==> src/rtl/wb_pkg.sv <==
// Shared types and widths for the register-file writeback unit.
package wb_pkg;

  localparam int unsigned XLEN       = 32;
  localparam int unsigned REG_ADDR_W = 5;

  typedef struct packed {
    logic                  live;
    logic [REG_ADDR_W-1:0] rd;
    logic [XLEN-1:0]       data;
  } wb_entry_t;

endpackage

==> src/rtl/wb_if.sv <==
// Writeback bus: ALU and load result inputs, register-file write port, hazard query.
interface wb_if;
  import wb_pkg::*;

  logic                  i_alu_valid;
  logic [REG_ADDR_W-1:0] i_alu_rd;
  logic [XLEN-1:0]       i_alu_data;
  logic                  i_ld_valid;
  logic [REG_ADDR_W-1:0] i_ld_rd;
  logic [XLEN-1:0]       i_ld_data;
  logic                  o_ld_ready;
  logic                  o_wr;
  logic [REG_ADDR_W-1:0] o_rd;
  logic [XLEN-1:0]       o_write_data;
  logic [REG_ADDR_W-1:0] i_rs1;
  logic [REG_ADDR_W-1:0] i_rs2;
  logic                  o_rs1_busy;
  logic                  o_rs2_busy;
  logic                  o_empty;

  modport slave (
    input  i_alu_valid, i_alu_rd, i_alu_data,
    input  i_ld_valid, i_ld_rd, i_ld_data,
    output o_ld_ready,
    output o_wr, o_rd, o_write_data,
    input  i_rs1, i_rs2,
    output o_rs1_busy, o_rs2_busy, o_empty
  );

  modport master (
    output i_alu_valid, i_alu_rd, i_alu_data,
    output i_ld_valid, i_ld_rd, i_ld_data,
    input  o_ld_ready,
    input  o_wr, o_rd, o_write_data,
    output i_rs1, i_rs2,
    input  o_rs1_busy, o_rs2_busy, o_empty
  );

endinterface

==> src/rtl/wb_fifo.sv <==
// Circular buffer of load results with per-entry squash and full parallel visibility.
module wb_fifo
  import wb_pkg::*;
#(
  parameter int unsigned DEPTH = 4,
  localparam int unsigned PtrW = $clog2(DEPTH),
  localparam int unsigned CntW = PtrW + 1
) (
  input  logic                  clk,
  input  logic                  rst_n,
  input  logic                  push_i,
  input  wb_entry_t             push_entry_i,
  input  logic                  pop_i,
  input  logic                  squash_i,
  input  logic [REG_ADDR_W-1:0] squash_rd_i,
  output wb_entry_t             entries_o [DEPTH],
  output wb_entry_t             head_o,
  output logic [CntW-1:0]       count_o,
  output logic                  full_o
);

  wb_entry_t       mem_q [DEPTH];
  logic [PtrW-1:0] wr_ptr_q;
  logic [PtrW-1:0] rd_ptr_q;
  logic [CntW-1:0] count_q;

  // Live bits are cleared on pop so only buffered entries can ever match a compare.
  always_ff @(posedge clk) begin
    if (!rst_n) begin
      wr_ptr_q <= '0;
      rd_ptr_q <= '0;
      count_q  <= '0;
      for (int i = 0; i < int'(DEPTH); i++) mem_q[i] <= '0;
    end else begin
      for (int i = 0; i < int'(DEPTH); i++) begin
        if (squash_i && (mem_q[i].rd == squash_rd_i)) mem_q[i].live <= 1'b0;
      end
      if (pop_i) begin
        mem_q[rd_ptr_q].live <= 1'b0;
        rd_ptr_q             <= rd_ptr_q + PtrW'(1);
      end
      if (push_i) begin
        mem_q[wr_ptr_q] <= push_entry_i;
        wr_ptr_q        <= wr_ptr_q + PtrW'(1);
      end
      count_q <= count_q + CntW'(push_i) - CntW'(pop_i);
    end
  end

  assign entries_o = mem_q;
  assign head_o    = mem_q[rd_ptr_q];
  assign count_o   = count_q;
  assign full_o    = (count_q == CntW'(DEPTH));

endmodule

==> src/rtl/wb_unit.sv <==
// Register-file writeback: ALU results take priority, load results queue in order behind them.
// Define WB_BYPASS_EN to let a load write straight through when nothing else is pending.
module wb_unit
  import wb_pkg::*;
#(
  parameter int unsigned FIFO_DEPTH = 4
) (
  input logic clk,
  input logic rst_n,
  wb_if.slave bus
);

  localparam int unsigned CntW = $clog2(FIFO_DEPTH) + 1;

  wb_entry_t             entries [FIFO_DEPTH];
  wb_entry_t             head;
  wb_entry_t             push_entry;
  logic [CntW-1:0]       count;
  logic                  full;
  logic                  fifo_empty;
  logic                  ld_ready;
  logic                  alu_wr;
  logic                  ld_hs;
  logic                  head_dead;
  logic                  sel_head;
  logic                  bypass;
  logic                  push;
  logic                  pop;
  logic                  wr_d, wr_q;
  logic [REG_ADDR_W-1:0] rd_d, rd_q;
  logic [XLEN-1:0]       data_d, data_q;
  logic                  rs1_hit, rs2_hit;

  assign fifo_empty = (count == '0);
  assign ld_ready   = rst_n && !full;
  assign alu_wr     = bus.i_alu_valid && (bus.i_alu_rd != '0);
  assign ld_hs      = bus.i_ld_valid && ld_ready;
  assign head_dead  = !fifo_empty && !head.live;
  assign sel_head   = !alu_wr && !fifo_empty && head.live;

`ifdef WB_BYPASS_EN
  assign bypass = !alu_wr && fifo_empty && ld_hs && (bus.i_ld_rd != '0);
`else
  assign bypass = 1'b0;
`endif

  // A dead head drains alongside an ALU write; a live one leaves only when it is written.
  assign pop  = sel_head || head_dead;
  assign push = ld_hs && (bus.i_ld_rd != '0) && !bypass;

  always_comb begin
    push_entry      = '0;
    push_entry.rd   = bus.i_ld_rd;
    push_entry.data = bus.i_ld_data;
    // A same-cycle ALU write to the same register is younger, so the load is born dead.
    push_entry.live = !(alu_wr && (bus.i_alu_rd == bus.i_ld_rd));
  end

  wb_fifo #(
    .DEPTH (FIFO_DEPTH)
  ) u_fifo (
    .clk          (clk),
    .rst_n        (rst_n),
    .push_i       (push),
    .push_entry_i (push_entry),
    .pop_i        (pop),
    .squash_i     (alu_wr),
    .squash_rd_i  (bus.i_alu_rd),
    .entries_o    (entries),
    .head_o       (head),
    .count_o      (count),
    .full_o       (full)
  );

  always_comb begin
    wr_d   = 1'b0;
    rd_d   = rd_q;
    data_d = data_q;
    if (alu_wr) begin
      wr_d   = 1'b1;
      rd_d   = bus.i_alu_rd;
      data_d = bus.i_alu_data;
    end else if (sel_head) begin
      wr_d   = 1'b1;
      rd_d   = head.rd;
      data_d = head.data;
    end else if (bypass) begin
      wr_d   = 1'b1;
      rd_d   = bus.i_ld_rd;
      data_d = bus.i_ld_data;
    end
  end

  always_ff @(posedge clk) begin
    if (!rst_n) begin
      wr_q   <= 1'b0;
      rd_q   <= '0;
      data_q <= '0;
    end else begin
      wr_q   <= wr_d;
      rd_q   <= rd_d;
      data_q <= data_d;
    end
  end

  always_comb begin
    rs1_hit = wr_q && (rd_q == bus.i_rs1);
    rs2_hit = wr_q && (rd_q == bus.i_rs2);
    for (int i = 0; i < int'(FIFO_DEPTH); i++) begin
      if (entries[i].live && (entries[i].rd == bus.i_rs1)) rs1_hit = 1'b1;
      if (entries[i].live && (entries[i].rd == bus.i_rs2)) rs2_hit = 1'b1;
    end
  end

  assign bus.o_ld_ready   = ld_ready;
  assign bus.o_wr         = wr_q;
  assign bus.o_rd         = rd_q;
  assign bus.o_write_data = data_q;
  assign bus.o_rs1_busy   = (bus.i_rs1 != '0) && rs1_hit;
  assign bus.o_rs2_busy   = (bus.i_rs2 != '0) && rs2_hit;
  assign bus.o_empty      = fifo_empty && !wr_q;

endmodule

==> src/flat_wrapper.sv <==
// flat-port wrapper written by rule: the top's interface ports become plain ports
module wb_unit_flat import wb_pkg::*;
#(
  parameter int unsigned FIFO_DEPTH = 4
)
  (clk, rst_n, bus_i_alu_valid, bus_i_alu_rd, bus_i_alu_data, bus_i_ld_valid, bus_i_ld_rd, bus_i_ld_data, bus_o_ld_ready, bus_o_wr, bus_o_rd, bus_o_write_data, bus_i_rs1, bus_i_rs2, bus_o_rs1_busy, bus_o_rs2_busy, bus_o_empty);
  wb_if bus_i ();
  input logic clk;
  input logic rst_n;
  input wire logic [$bits(bus_i.i_alu_valid)-1:0] bus_i_alu_valid;
  input wire logic [$bits(bus_i.i_alu_rd)-1:0] bus_i_alu_rd;
  input wire logic [$bits(bus_i.i_alu_data)-1:0] bus_i_alu_data;
  input wire logic [$bits(bus_i.i_ld_valid)-1:0] bus_i_ld_valid;
  input wire logic [$bits(bus_i.i_ld_rd)-1:0] bus_i_ld_rd;
  input wire logic [$bits(bus_i.i_ld_data)-1:0] bus_i_ld_data;
  output wire logic [$bits(bus_i.o_ld_ready)-1:0] bus_o_ld_ready;
  output wire logic [$bits(bus_i.o_wr)-1:0] bus_o_wr;
  output wire logic [$bits(bus_i.o_rd)-1:0] bus_o_rd;
  output wire logic [$bits(bus_i.o_write_data)-1:0] bus_o_write_data;
  input wire logic [$bits(bus_i.i_rs1)-1:0] bus_i_rs1;
  input wire logic [$bits(bus_i.i_rs2)-1:0] bus_i_rs2;
  output wire logic [$bits(bus_i.o_rs1_busy)-1:0] bus_o_rs1_busy;
  output wire logic [$bits(bus_i.o_rs2_busy)-1:0] bus_o_rs2_busy;
  output wire logic [$bits(bus_i.o_empty)-1:0] bus_o_empty;
  assign bus_i.i_alu_valid = bus_i_alu_valid;
  assign bus_i.i_alu_rd = bus_i_alu_rd;
  assign bus_i.i_alu_data = bus_i_alu_data;
  assign bus_i.i_ld_valid = bus_i_ld_valid;
  assign bus_i.i_ld_rd = bus_i_ld_rd;
  assign bus_i.i_ld_data = bus_i_ld_data;
  assign bus_o_ld_ready = bus_i.o_ld_ready;
  assign bus_o_wr = bus_i.o_wr;
  assign bus_o_rd = bus_i.o_rd;
  assign bus_o_write_data = bus_i.o_write_data;
  assign bus_i.i_rs1 = bus_i_rs1;
  assign bus_i.i_rs2 = bus_i_rs2;
  assign bus_o_rs1_busy = bus_i.o_rs1_busy;
  assign bus_o_rs2_busy = bus_i.o_rs2_busy;
  assign bus_o_empty = bus_i.o_empty;
  wb_unit #(.FIFO_DEPTH(FIFO_DEPTH)) u_core (.clk(clk), .rst_n(rst_n), .bus(bus_i));
endmodule
==> config.mk <==
export PLATFORM = sky130hd
export DESIGN_NAME = wb_unit_flat
export DESIGN_NICKNAME = d
export VERILOG_FILES = /design/src/rtl/wb_pkg.sv /design/src/rtl/wb_if.sv /design/src/rtl/wb_fifo.sv /design/src/rtl/wb_unit.sv /design/src/flat_wrapper.sv
export SDC_FILE = /design/constraint.sdc
export NUM_CORES = 1
export LEC_CHECK = 0
export BUFFER_PORTS_ARGS = -buffer_cell sky130_fd_sc_hd__buf_4
export CELL_PAD_IN_SITES_DETAIL_PLACEMENT = 1
export CELL_PAD_IN_SITES_GLOBAL_PLACEMENT = 1
export CORE_MARGIN = 3
export CORE_UTILIZATION = 44
export DETAILED_ROUTE_END_ITERATION = 10
export PLACE_DENSITY_LB_ADDON = 0.1
export REMOVE_ABC_BUFFERS = 1
export SETUP_SLACK_MARGIN = 0.02
export SKIP_CTS_REPAIR_TIMING = 1
export SYNTH_ARGS = -nofsm -noshare
export SYNTH_HDL_FRONTEND = slang
export SYNTH_HIERARCHICAL = 1
export SYNTH_SLANG_ARGS = --single-unit
export TNS_END_PERCENT = 10
==> constraint.sdc <==
create_clock -name clk -period 3.2 [get_ports clk]
set_input_delay 0.48 -clock clk [delete_from_list [all_inputs] [get_ports clk]]
set_output_delay 0.48 -clock clk [all_outputs]
set_load 0.05 [all_outputs]
==> results.md <==
- Global-route track usage on met1: between 30% and 40%
- Post-synth ARST share: 0%
- Leakage: between 4 and 5 nW
- Slew HR: between 40% and 50%
- Commonest cells post-synth: nand2_1 (348), dfxtp_1 (197), a21oi_1 (145), xor2_1 (52), mux2i_1 (39)
- Yosys cell types: 36
- Worst Hold End: u_core/bus.o_write_data[22]
- Ys Warns: 6
- Sequential group share of total power: about two fifths
- Port Buffers: 129
- Power per Cell Area: 592 nW/µm²
- Crit path capture type: flop
- Worst-path clk slew: 0.08 ns
- Worst skew pair latency: about 0.44 ns
- Wire per inst: about 19 µm
- Nets: 1238
- Combinational share of power: ~25%
- Crit path max fanout: 7
- Worst EP required: 3.51 ns
- Post-synth EDFFs: 0
- Min Clock Period, post-route: between 2 and 3 ns
- Sequential area share after synthesis: 41.5%
- Largest net degree at the start of global routing: just under 80
- DRC: 0
- Fmax: about 0.38 GHz
- Initial Util: between 40% and 50%
- CP bufs+invs: 4
- Total Routing Usage GR: 23.3%
- Outcome: finished clean
- Syn Std Cell Area: 9510 µm²
- Fill cell count: roughly 2500
- Hold Path Depth: 2
- Peak VDD IR: roughly 0.00038 V
- Setup violations, final: 0
- Final number of max-transition violations: 0
- GR Util met3: under 10%
- R2R Path End: u_core/u_fifo/count_o[2]
- Non-Filler Instances: around 1400
- Met2 global-route usage: 39.4%
- R2r startpoint: u_core/u_fifo/entries_o[37]
- Die area: ~23000 µm²
- Num ports: 130
- Final WL: ~28000 µm
- Worst-margin pin slew: about 0.88 ns
- Psw: between 2 and 2.5 mW
- Initial DRC count: just under 400
- Pint: 4.38 mW
- DRT antenna net count: 0
- Hpwl dp: roughly 18000 µm
- Antenna diodes: 0
- Height of the die: roughly 150 µm
- FF+latch area: between 3000 and 4000 µm²
- Mapped Avg Cell Area: 8.96 µm²
- TNS Setup: 0 ns
- Top post-synthesis cells by area: dfxtp_1 (41%), nand2_1 (14%), mux4_2 (9.0%)
- CP top delay family: adder cells
- Min Hold Slack: 0.268 ns
- Critical-path top delay cell: or4_1
- GR peak layer: met2
- Crit path arrival time: just under 3 ns
- Root buf cell: clkbuf_16
- Rows: 53
- Area share of the largest cell type after synthesis: ~41%
- Final hold vios: 0
- Share of layout cells above drive strength 1: slightly above 20%
- Sw Ratio: 32.8%
- Ys flop type: dfxtp_1
- CTS Sinks: between 150 and 200
- Core area: about 21000 µm²
- Post-synth top area cell: dfxtp_1
- Via count: 7836
- Dpl cells: roughly 1400
- Total chip power: 6.52 mW
- CP peak stage delay: 0.57 ns
- DP Area: around 10000 µm²
- GRT Residual Overflow: 0
- Cells along the critical path: buf_4 -> or4_1 -> o21ai_4 -> inv_2 -> a21oi_1 -> ha_1 -> inv_1 -> ha_1 -> inv_1 -> fa_1 -> xor2_1 -> xnor2_1 -> nor2_1
- Setup Skew: 0.0191 ns
- CTS Buffer Depth: 2
- Non-Filler Cell Area, Final: 11000 µm²
- Clock share of power: 33.3%
- Most common cell in the netlist: nand2_1
- CP Launch Type: input pin
- # Max-Cap Violations: 0
- CTS tree: built
- Period utilisation layout: just over 80%
- Vias in the first global route: 8094
- Hold Crit Start: bus_i_alu_data[22]
- Area growth, synth to finish: 15.8%
- Num CTS Buffers: 17
- Post-synthesis cell count: 1062
- Antenna violations before repair: 0
- First-pass GRT wire length: around 44000 µm
- Worst r2r path cells: 10
- CTS H-tree lvls: 4
- Routability Congestion: a little under 0.9
- FF-to-FF setup slack: 0.70 ns
- TritonRoute pass-1 iters: 4
- Via-to-Cell Ratio: around 5.5
- Hold Crit Class: input pin to flop
- Area of the multi-input gates: ~5000 µm²
- Unrepaired setup endpoints after global routing: no
- DIE WIDTH: approximately 150 µm
- Yosys reg bits: 197
- Crit path kind: input pin to flop
[per-layer routing]
metal	wire length (µm)	vias up
met5	0	-
met4	460	0
met3	1260	33
met2	13500	167
met1	12500	3892
li1	-	3744
[flip-flops by register name, summed over array words and instances, names as in the netlist]
signal and count:
u_core/u_fifo/entries_o 152, u_core/u_fifo/rd_ptr_q 2, u_core/u_fifo/count_o 3, u_core/u_fifo/wr_ptr_q 2, u_core/bus.o_write_data 32, u_core/bus.o_wr 1, u_core/bus.o_rd 5
[worst max-delay path by stage]
| stage | to | depth (start not counted) | startpoint |
|---|---|---|---|
| finish | u_core/u_fifo/count_o[2] | 13 | bus_i_alu_rd[1] |
| global route | u_core/u_fifo/count_o[2] | 13 | bus_i_alu_rd[1] |
| CTS | u_core/u_fifo/count_o[2] | 13 | bus_i_alu_rd[1] |
| detailed placement | u_core/u_fifo/count_o[2] | 13 | bus_i_alu_rd[1] |
| global placement | u_core/u_fifo/count_o[2] | 13 | bus_i_alu_rd[1] |
| floorplan | u_core/u_fifo/count_o[2] | 12 | bus_i_alu_rd[1] |
[area by class of cell]
| cell class | instances | share of cell area, % |
|---|---|---|
| Multi-Input combinational cell | 767 | 45.2 |
| Sequential cell | 197 | 35.8 |
| Timing Repair Buffer | 147 | 10.1 |
| Clock buffer | 17 | 3.86 |
| Tap cell | 275 | 3.12 |
| Clock inverter | 14 | 1.53 |
| Inverter | 9 | 0.329 |
[power groups by stage]
| stage | sequential, mW | combinational [mW] | clock (mW) |
|---|---|---|---|
| floorplan | 3.01 | 0.841 | 0 |
| global placement | 2.75 | 1.66 | 0 |
| detailed placement | 2.75 | 1.68 | 0 |
| CTS | 2.70 | 1.68 | 2.22 |
| global route | 2.71 | 1.80 | 2.32 |
| finish | 2.69 | 1.66 | 2.17 |
[layout by cell type (no fill, tap or decap), types with 12 or more instances in the layout]
cell type | synthesis | routed
clkbuf_16 | 0 | 17
a21oi_1 | 145 | 145
mux4_2 | 38 | 38
nand3_1 | 17 | 17
xnor2_1 | 27 | 27
mux2i_1 | 39 | 39
dfxtp_1 | 197 | 195
o211a_1 | 37 | 37
xor2_1 | 52 | 52
nand2_1 | 348 | 348
nor4_1 | 12 | 12
buf_4 | 13 | 146
[stage by stage]
| step | setup slack [ns] | utilization [%] |
|---|---|---|
| after floorplan | -1.33 | - |
| after global placement | 0.208 | 49.3 |
| after detailed placement | 0.143 | 49.3 |
| after CTS | 0.615 | 52.1 |
| after global routing | 0.427 | 52.1 |
| final | 0.580 | 52.1 |
[cells by family (layout without fill, tap and decap cells)]
group	Yosys count	after routing	share of synthesized area, %
xor+xnor	79	79	7.27
mux	77	77	13.1
buf+inv	98	187	6.33
flops	197	197	41.5
compound gates	199	199	13.3
fa+ha+maj	11	11	1.53
simple gates	401	401	17.0
No activity file was read; power rests on OpenSTA's default activity.
